[src/rtl/alu_pkg.sv]
// Shared types and encodings for the ALU issue stage: operation codes,
// ALUOp/funct3/funct7 constants and the ID/EX payload carried through the skid buffer.
package alu_pkg;

  localparam int DATA_W = 32;

  typedef enum logic [3:0] {
    OP_AND     = 4'b0000,
    OP_XOR     = 4'b0001,
    OP_SUB     = 4'b0010,
    OP_OR      = 4'b0011,
    OP_ADD     = 4'b0100,
    OP_EQ      = 4'b1000,
    OP_SLL     = 4'b1001,
    OP_ILLEGAL = 4'b1111
  } alu_op_e;

  localparam logic [1:0] ALUOP_MEM = 2'b00;
  localparam logic [1:0] ALUOP_BR  = 2'b01;
  localparam logic [1:0] ALUOP_R   = 2'b10;
  localparam logic [1:0] ALUOP_I   = 2'b11;

  localparam logic [2:0] F3_ADD_SUB = 3'b000;
  localparam logic [2:0] F3_SLL     = 3'b001;
  localparam logic [2:0] F3_XOR     = 3'b100;
  localparam logic [2:0] F3_OR      = 3'b110;
  localparam logic [2:0] F3_AND     = 3'b111;
  localparam logic [2:0] F3_BEQ     = 3'b000;
  localparam logic [2:0] F3_BNE     = 3'b001;

  localparam logic [6:0] F7_ZERO = 7'b0000000;
  localparam logic [6:0] F7_ALT  = 7'b0100000;

  typedef struct packed {
    alu_op_e           op;
    logic              invert;
    logic              illegal;
    logic [DATA_W-1:0] srca;
    logic [DATA_W-1:0] srcb;
  } issue_payload_t;

endpackage

[src/rtl/alu_op_decode.sv]
// Pure combinational decode of ALUOp/funct3/funct7 into the ALU operation code,
// the BNE invert flag and the illegal-encoding flag.
module alu_op_decode
  import alu_pkg::*;
(
  input  logic [1:0] aluop_i,
  input  logic [2:0] funct3_i,
  input  logic [6:0] funct7_i,
  output alu_op_e    op_o,
  output logic       invert_o,
  output logic       illegal_o
);

  logic f7_zero;
  assign f7_zero = (funct7_i == F7_ZERO);

  always_comb begin
    op_o     = OP_ILLEGAL;
    invert_o = 1'b0;
    case (aluop_i)
      ALUOP_MEM: op_o = OP_ADD;
      ALUOP_BR: begin
        case (funct3_i)
          F3_BEQ: op_o = OP_EQ;
          F3_BNE: begin
            op_o     = OP_EQ;
            invert_o = 1'b1;
          end
          default: op_o = OP_ILLEGAL;
        endcase
      end
      default: begin
        // R and I share decode; for I-type funct7 holds immediate bits on ADDI
        case (funct3_i)
          F3_ADD_SUB: begin
            if (aluop_i == ALUOP_I || f7_zero) op_o = OP_ADD;
            else if (funct7_i == F7_ALT)       op_o = OP_SUB;
          end
          F3_AND: if (f7_zero) op_o = OP_AND;
          F3_OR:  if (f7_zero) op_o = OP_OR;
          F3_XOR: if (f7_zero) op_o = OP_XOR;
          F3_SLL: if (f7_zero) op_o = OP_SLL;
          default: op_o = OP_ILLEGAL;
        endcase
      end
    endcase
    illegal_o = (op_o == OP_ILLEGAL);
  end

endmodule

[src/rtl/alu_issue_stage.sv]
// ID/EX boundary for ALU controls: decodes the operation, selects SrcB and holds
// the result in a main register backed by a skid register so in_ready is registered.
module alu_issue_stage
  import alu_pkg::*;
#(
  parameter int DATA_WIDTH    = DATA_W,
  parameter int OPCODE_LENGTH = 4
) (
  input  logic                     clk,
  input  logic                     reset,
  input  logic                     flush,
  input  logic                     in_valid,
  output logic                     in_ready,
  input  logic [1:0]               in_aluop,
  input  logic [2:0]               in_funct3,
  input  logic [6:0]               in_funct7,
  input  logic                     in_alusrc,
  input  logic [DATA_WIDTH-1:0]    in_rs1,
  input  logic [DATA_WIDTH-1:0]    in_rs2,
  input  logic [DATA_WIDTH-1:0]    in_imm,
  output logic                     out_valid,
  input  logic                     out_ready,
  output logic [DATA_WIDTH-1:0]    SrcA,
  output logic [DATA_WIDTH-1:0]    SrcB,
  output logic [OPCODE_LENGTH-1:0] Operation,
  output logic                     out_invert,
  output logic                     out_illegal
);

  alu_op_e        dec_op;
  logic           dec_invert;
  logic           dec_illegal;
  issue_payload_t new_pl;

  issue_payload_t main_q, main_d;
  issue_payload_t skid_q, skid_d;
  logic           main_vld_q, main_vld_d;
  logic           skid_vld_q, skid_vld_d;
  logic           accept, xfer;

  alu_op_decode u_decode (
    .aluop_i   (in_aluop),
    .funct3_i  (in_funct3),
    .funct7_i  (in_funct7),
    .op_o      (dec_op),
    .invert_o  (dec_invert),
    .illegal_o (dec_illegal)
  );

  always_comb begin
    new_pl.op      = dec_op;
    new_pl.invert  = dec_invert;
    new_pl.illegal = dec_illegal;
    new_pl.srca    = in_rs1;
    new_pl.srcb    = in_alusrc ? in_imm : in_rs2;
  end

  // skid empty is exactly when a new entry can be taken
  assign accept = in_valid & ~skid_vld_q;
  assign xfer   = main_vld_q & out_ready;

  always_comb begin
    main_d     = main_q;
    skid_d     = skid_q;
    main_vld_d = main_vld_q;
    skid_vld_d = skid_vld_q;
    if (flush) begin
      main_vld_d = 1'b0;
      skid_vld_d = 1'b0;
    end else if (!main_vld_q || xfer) begin
      if (skid_vld_q) begin
        main_d     = skid_q;
        main_vld_d = 1'b1;
        skid_vld_d = 1'b0;
      end else if (accept) begin
        main_d     = new_pl;
        main_vld_d = 1'b1;
      end else begin
        main_vld_d = 1'b0;
      end
    end else if (accept) begin
      skid_d     = new_pl;
      skid_vld_d = 1'b1;
    end
  end

  always_ff @(posedge clk) begin
    if (reset) begin
      main_q     <= '0;
      main_vld_q <= 1'b0;
      skid_vld_q <= 1'b0;
    end else begin
      main_q     <= main_d;
      main_vld_q <= main_vld_d;
      skid_vld_q <= skid_vld_d;
    end
    skid_q <= skid_d;
  end

  assign in_ready    = ~skid_vld_q;
  assign out_valid   = main_vld_q;
  assign SrcA        = main_q.srca;
  assign SrcB        = main_q.srcb;
  assign Operation   = main_q.op;
  assign out_invert  = main_q.invert;
  assign out_illegal = main_q.illegal;

endmodule
[config.mk]
export PLATFORM = sky130hd
export DESIGN_NAME = alu_issue_stage
export DESIGN_NICKNAME = d
export VERILOG_FILES = /design/src/rtl/alu_pkg.sv /design/src/rtl/alu_op_decode.sv /design/src/rtl/alu_issue_stage.sv
export SDC_FILE = /design/constraint.sdc
export NUM_CORES = 1
export LEC_CHECK = 0
export ABC_AREA = 1
export BUFFER_PORTS_ARGS = -buffer_cell sky130_fd_sc_hd__buf_4
export CORE_UTILIZATION = 51
export CTS_BUF_LIST = sky130_fd_sc_hd__clkbuf_2 sky130_fd_sc_hd__clkbuf_4 sky130_fd_sc_hd__clkbuf_8
export DETAILED_ROUTE_END_ITERATION = 6
export GPL_ROUTABILITY_DRIVEN = 0
export GPL_TIMING_DRIVEN = 0
export PLACE_DENSITY = 0.77
export SKIP_LAST_GASP = 1
export SYNTH_ARGS = -nofsm -noshare
export SYNTH_HDL_FRONTEND = slang
export SYNTH_HIERARCHICAL = 1
export SYNTH_SLANG_ARGS = --single-unit
[constraint.sdc]
create_clock -name clk -period 19.8 [get_ports clk]
set_input_delay 2.97 -clock clk [delete_from_list [all_inputs] [get_ports clk]]
set_output_delay 2.97 -clock clk [all_outputs]
set_load 0.02 [all_outputs]
==> results of run 1 <==
[cell type report]
class                   count  area (um^2)
plain buffers              47          239
clock buffers              25          313
inverters                 184          691
clock inverters             7         87.6
well taps                 176          220
multi-input cells         641         2540
fillers                  1219         4200
repair buffers            194         1460
flip-flops and latches    142         3540
[power breakdown]
group | internal (mW) | total, mW | switching, mW | leakage, nW
Sequential | 0.320 | 0.326 | 0.00623 | 1.23
Combinational | 0.0473 | 0.109 | 0.0620 | 3.51
Clock | 0.128 | 0.233 | 0.105 | 0.211
[cells in the final DEF (no fill, tap or decap), types with 3 or more instances in the layout]
cell / n
nand2_1: 404
buf_4: 194
nor2_1: 181
inv_1: 177
dfxtp_1: 72
edfxtp_1: 70
nand3_1: 37
buf_2: 26
clkbuf_8: 20
clkbuf_1: 12
inv_2: 7
buf_6: 5
clkbuf_4: 5
buf_1: 4
clkinv_2: 4
nand2_2: 3
nand3_2: 3
nor2_2: 3
[state kept, by name, summed over array words and instances (netlist names)]
| signal | flops |
|---|---|
| SrcB | 32 |
| skid_vld_q | 1 |
| SrcA | 32 |
| out_illegal | 1 |
| Operation | 4 |
| skid_q | 70 |
| out_invert | 1 |
| out_valid | 1 |
[stage by stage]
step                cells  hold WS (ns)  cell area (um^2)  util [%]  total power, mW
floorplan            1014         0.538              7000         -            0.394
global placement     1374         0.500              8600      64.7            0.439
detailed placement   1384         0.499              8690      65.4            0.442
CTS                  1416         0.514              9090      68.4            0.673
global route         1416         0.538              9090      68.4            0.700
finish               1416         0.512              9090      68.4            0.669
[layer usage]
layer	global-route usage (%)	part of all wire, %	up-vias
li1	-	-	3377
met1	31.9	45	2927
met2	42.0	48	204
met3	5.36	5.4	19
met4	9.18	1.4	0
met5	0	0	-
[kinds of logic (layout without fill, tap and decap cells)]
group | count (synthesis) | count (layout)
buf+inv | 231 | 457
flops | 142 | 142
simple gates | 638 | 638
compound gates | 3 | 3
[path summary, 6_finish.rpt]
path,endpoint,from,cells after the start
max,skid_q[19]$_DFFE_PP_,out_ready,9
min,SrcA[3]$_SDFFE_PP0P_,SrcA[3]$_SDFFE_PP0P_,4
max reg2reg,skid_q[19]$_DFFE_PP_,skid_vld_q$_SDFFE_PP0P_,8
min reg2reg,SrcA[3]$_SDFFE_PP0P_,SrcA[3]$_SDFFE_PP0P_,4
[worst reg2reg max path, stage by stage (launching register included)]
cell and delay [ns]:
dfxtp_1 0.30, buf_2 0.14, buf_2 0.20, buf_2 0.22
nor4_2 0.70, buf_4 0.29, buf_6 0.15, buf_4 0.15
buf_4 0.19
==> impl_metrics.toml, run 1 <==
[synthesis]
synth-xor-area-share_pct = 0
area_share_of_and_or_nand_nor_cells_after_synthesis_pct = 35.8
synth_top_cells_by_area = "edfxtp_1, nand2_1, dfxtp_1"
synthDominantAreaCellType = "edfxtp_1"
postSynthNetCount = 1128
synth-async-reset-ratio_pct = 0
synth_largest_type_area_fraction_pct = 30.0
seq_area_frac_synth_pct = 50.6
synth_compound_gate_area_share_pct = 0.304
yosys.area_share.adder_pct = 0
ys_ff_latch = 142
yosys-mux-area-fraction_pct = 0
total_standard_cell_area_after_synthesis_um2 = 7000
number_of_synthesized_flops_with_an_enable_pin = 70
largest_family_of_logic_cells_by_synthesized_area = "simple AND/OR/NAND/NOR gates"
synth_cells = 1014
syn_area_per_cell_um2 = 6.91
synth-main-ff-cell = "dfxtp_1"
synth.most_common_cell = "nand2_1"
synth.distinct_cells = 23
warnings_synthesis = 6
yosys-top-cells-count = "nand2_1, nor2_1, inv_1, dfxtp_1, edfxtp_1"

[floorplanning]
row_count = 42
starting_density_pct = 52.7
boundaryPins = 186
die_height_um = 119
die_width_um = 119
die_area_um2 = 14200
placeableCoreArea_um2 = 13300

[setup_path]
setup.reg_to_reg.worst_slack_ns = 17.18
cell_seen_most_often_among_critical_path_stages = "buf_4"
timing.setup.critical_path_class = "primary input to flip-flop"
path_delay_family = "buffers and inverters"
critPathCaptureType = "flip-flop"
crit_path_max_fanout = 10
cp-start-kind = "primary input"
critical_path.cell_chain = "buf_4 > inv_1 > nand2_2 > buf_1 > nor4_2 > buf_4 > buf_6 > buf_4 > buf_4"
cp.arrival_ns = 4.94
cp_slowest_stage_delay_ns = 0.61
cp.required_ns = 19.95
crit_buf_inv = 7
critPathSlowestCell = "nor4_2"

[cells_and_area]
antennaDiodeCount = 0
design.final.nets = 1341
area_growth_from_synthesis_to_layout_pct = 29.9
final_layout_size_suffix_gt1_share_pct = 22.5

[routing]
wire_per_inst_um = 12.1
viasPerCell = 4.61
remaining_drc_errors = 0
vias = 6527
final_antenna_net_count = 0
drtPass1Iterations = 5
drt_iter0_markers = 522
final_wl_mm = 17.2

[sta]
fin_setup_tns_ns = 0
fmax_mhz = 209
min_period_over_period_pct = 24.2
max_slew_headroom_pct = 50.6
hold_viol_final = 0
timing_worst_slew_pin_value_ns = 0.736
timing_max_transition_violations_final = 0
timing.final.ws_setup_ns = 15.01
timing.final.setup_violations = 0
setup_repair_after_global_routing_missed_its_margin = "no"
final.setup_skew_ns = 0.00879
min_period_ns = 4.79

[min_path]
timing.hold.worst.class = "flip-flop to flip-flop"

[clock_tree]
ctsLongestPathBuffers = 2
cts-root-buf = "clkbuf_8"
tritoncts_clock_tree = "yes"
number_of_buffers_created_by_cts = 17
cts.sink_count = 142
cts.repair.resized = 0
clkTransAtPathRegs_ns = 0.08
cts_hold_buffers = 0
cts-htree-levels = 4
clk_latency_ns = 0.45
cts.repair_timing.setup_buffer_count = 0

[status]
status = "completed"

[power_and_ir_drop]
power.static_leakage_nw = 4.95
power_density_nw_per_um2 = 73.6
max-vdd-ir-drop_mv = 0.0430

[global_routing]
grt.overflow.total = 0
grt_antenna_before_repair = 0
global_route_usage_over_all_layers_pct = 25.1
grt_start_max_net_pins = 17
wire_length_of_the_first_global_routing_pass_mm = 28.0
first_global_vias = 6037

[placed_design]
dp_worst_setup_slack_ns = 14.52
portBuffers = 184
place_hpwl_mm = 12.7

[job]
max-cap-violations = 0
Note: power is estimated with default switching activity, not from simulation.
==> run 2: changes to the inputs <==
- ABC_AREA: 1 -> 0
- CORE_UTILIZATION: 51 -> 48
- clock period: 19.8 -> 4 ns (I/O delays scaled with it)
==> run 2 against run 1 <==
Total power rose to 5.1 times the previous value. Routed wire length fell by 14%. Area after synthesis fell by 12%. Final area fell by 9.2%. Clock-buffer cell count fell by 4. Critical path depth fell by 5. Cell count fell by 39%. First-iteration DRC count fell by 56%.
==> impl_metrics.toml, run 2 <==
[cells_and_area]
instances_no_fill = 865
layout_commonest_cell = "buf_4"
fillCellCount = 949
layout.cells.most_common_list = "buf_4, dfxtp_1, mux2i_1, edfxtp_1, a21oi_1"
final_layout_size_suffix_gt1_share_pct = 41.6
antennaDiodeCount = 0
area_growth_from_synthesis_to_layout_pct = 34.8
max_flop_register = "skid_q"
largest_register_ffs = 70
design.final.nets = 798
finish.utilization_pct = 67.6

[routing]
remaining_drc_errors = 0
viasPerCell = 5.40
final_wl_mm = 14.8
wire_per_inst_um = 17.1
drtPass1Iterations = 4
final_antenna_net_count = 0
drt_iter0_markers = 230
vias = 4673

[synthesis]
number_of_synthesized_flops_with_an_enable_pin = 70
synthDominantAreaCellType = "edfxtp_1"
synth.distinct_cells = 36
synth-main-ff-cell = "dfxtp_1"
synth-async-reset-ratio_pct = 0
yosys-top-cells-count = "dfxtp_1, edfxtp_1, mux2i_1, a21oi_1, a211oi_2"
ys_ff_latch = 142
syn_area_per_cell_um2 = 12.8
synth_cells = 477
postSynthNetCount = 591
synth_largest_type_area_fraction_pct = 34.3
warnings_synthesis = 6
synth.most_common_cell = "dfxtp_1"
seq_area_frac_synth_pct = 57.8
total_standard_cell_area_after_synthesis_um2 = 6130
synth_top_cells_by_area = "edfxtp_1, dfxtp_1, mux2i_1"

[setup_path]
cp-start-kind = "flip-flop"
timing.setup.critical_path_class = "flip-flop to output port"
cp.arrival_ns = 1.55
cp_slowest_stage_delay_ns = 0.32
critical_path.cell_chain = "buf_2 > inv_2 > buf_2 > buf_4"
crit_buf_inv = 4
cell_seen_most_often_among_critical_path_stages = "buf_2"
path_delay_family = "buffers and inverters"
critPathSlowestCell = "buf_2"
crit_path_max_fanout = 10
cp.required_ns = 3.40
critPathCaptureType = "output port"

[global_routing]
first_global_vias = 4582
grt_start_max_net_pins = 17
grt_antenna_before_repair = 0
grt.overflow.total = 0
wire_length_of_the_first_global_routing_pass_mm = 23.2
global_route_usage_over_all_layers_pct = 23.1

[sta]
whs_ns = 0.330
timing_max_transition_violations_final = 0
timing.final.setup_violations = 0
timing_worst_slew_pin_value_ns = 0.717
min_period_ns = 2.15
max_slew_headroom_pct = 52.2
fmax_mhz = 464
hold_viol_final = 0
min_period_over_period_pct = 53.8
final.setup_skew_ns = 0.0163
setup_repair_after_global_routing_missed_its_margin = "no"

[min_path]
timing.hold.worst.class = "primary input to flip-flop"

[status]
status = "completed"

[floorplanning]
die_height_um = 115
die_width_um = 115
row_count = 40
placeableCoreArea_um2 = 12200
die_area_um2 = 13200
starting_density_pct = 50.2
boundaryPins = 186

[clock_tree]
ctsLongestPathBuffers = 2
cts.sink_count = 142
tritoncts_clock_tree = "yes"
clk_latency_ns = 0.45
number_of_buffers_created_by_cts = 17
cts-htree-levels = 4
cts_hold_buffers = 0
clkTransAtPathRegs_ns = 0.08
cts-root-buf = "clkbuf_8"
cts.repair.resized = 0
cts.repair_timing.setup_buffer_count = 0

[placed_design]
dp_cells = 833
place_hpwl_mm = 11.0
portBuffers = 182

[power_and_ir_drop]
max-vdd-ir-drop_mv = 0.254
power.static_leakage_nw = 3.36
power_density_nw_per_um2 = 410

[job]
max-cap-violations = 0
-- run 2: layout make-up --
cell class / count / area (um^2) / area share (%)
clock inverters: 11 / 188 / 2.27
multi-input cells: 290 / 2360 / 28.6
clock buffers: 21 / 277 / 3.35
inverters: 3 / 11.3 / 0.136
well taps: 168 / 210 / 2.55
plain buffers: 42 / 229 / 2.77
flip-flops and latches: 142 / 3540 / 42.9
repair buffers: 188 / 1440 / 17.5
-- run 2: per-layer routing --
layer	vias up	part of all wire, %	track usage [%]
li1	2221	-	-
met1	2254	43	28.2
met2	178	49	38.8
met3	20	7.1	6.80
met4	0	1.4	8.48
met5	-	0	0
-- run 2: logic make-up after synthesis --
family,after synthesis,share of synthesized area [%]
AO/OA/AOI/OAI,124,15.9
buffers and inverters,45,3.92
AND/OR/NAND/NOR,64,5.00
flip-flops,142,57.8
multiplexers,102,17.3
-- run 2: report_power, final --
group	leakage [nW]	switching, mW	total [mW]	internal [mW]
clock network	0.240	0.534	1.32	0.787
logic	1.89	0.238	0.459	0.221
registers	1.22	0.0274	1.60	1.58
total	3.36	0.800	3.38	2.59
-- run 2: stage by stage --
step | power, mW | instance area [um^2] | TNS [ns] | worst slack [ns]
2_1_floorplan | 1.88 | 6140 | 0 | 0.161
3_3_place_gp | 2.08 | 7720 | -88.35 | -1.26
3_5_place_dp | 2.10 | 7790 | 0 | 1.44
4_1_cts | 3.41 | 8260 | 0 | 1.80
5_1_grt | 3.52 | 8260 | 0 | 1.73
6_report | 3.38 | 8260 | 0 | 1.85
-- run 2: final timing paths --
path / slack [ns] / to / startpoint / cells after the start
worst max-delay path: 1.85 / in_ready / skid_vld_q$_SDFFE_PP0P_ / 4
worst min-delay path: 0.33 / skid_q[50]$_DFFE_PP_ / in_rs1[18] / 1
worst max register to register: 1.86 / skid_q[29]$_DFFE_PP_ / out_valid$_SDFFE_PP0P_ / 7
worst min register to register: 0.47 / SrcB[23]$_SDFFE_PP0P_ / SrcB[23]$_SDFFE_PP0P_ / 2
-- run 2: worst register-to-register path: stages, from the launching register on --
cell	delay, ns
dfxtp_1	0.37
nand2b_1	0.07
clkbuf_1	0.17
clkbuf_1	0.31
nor4b_4	0.35
buf_6	0.23
buf_6	0.18
buf_8	0.17
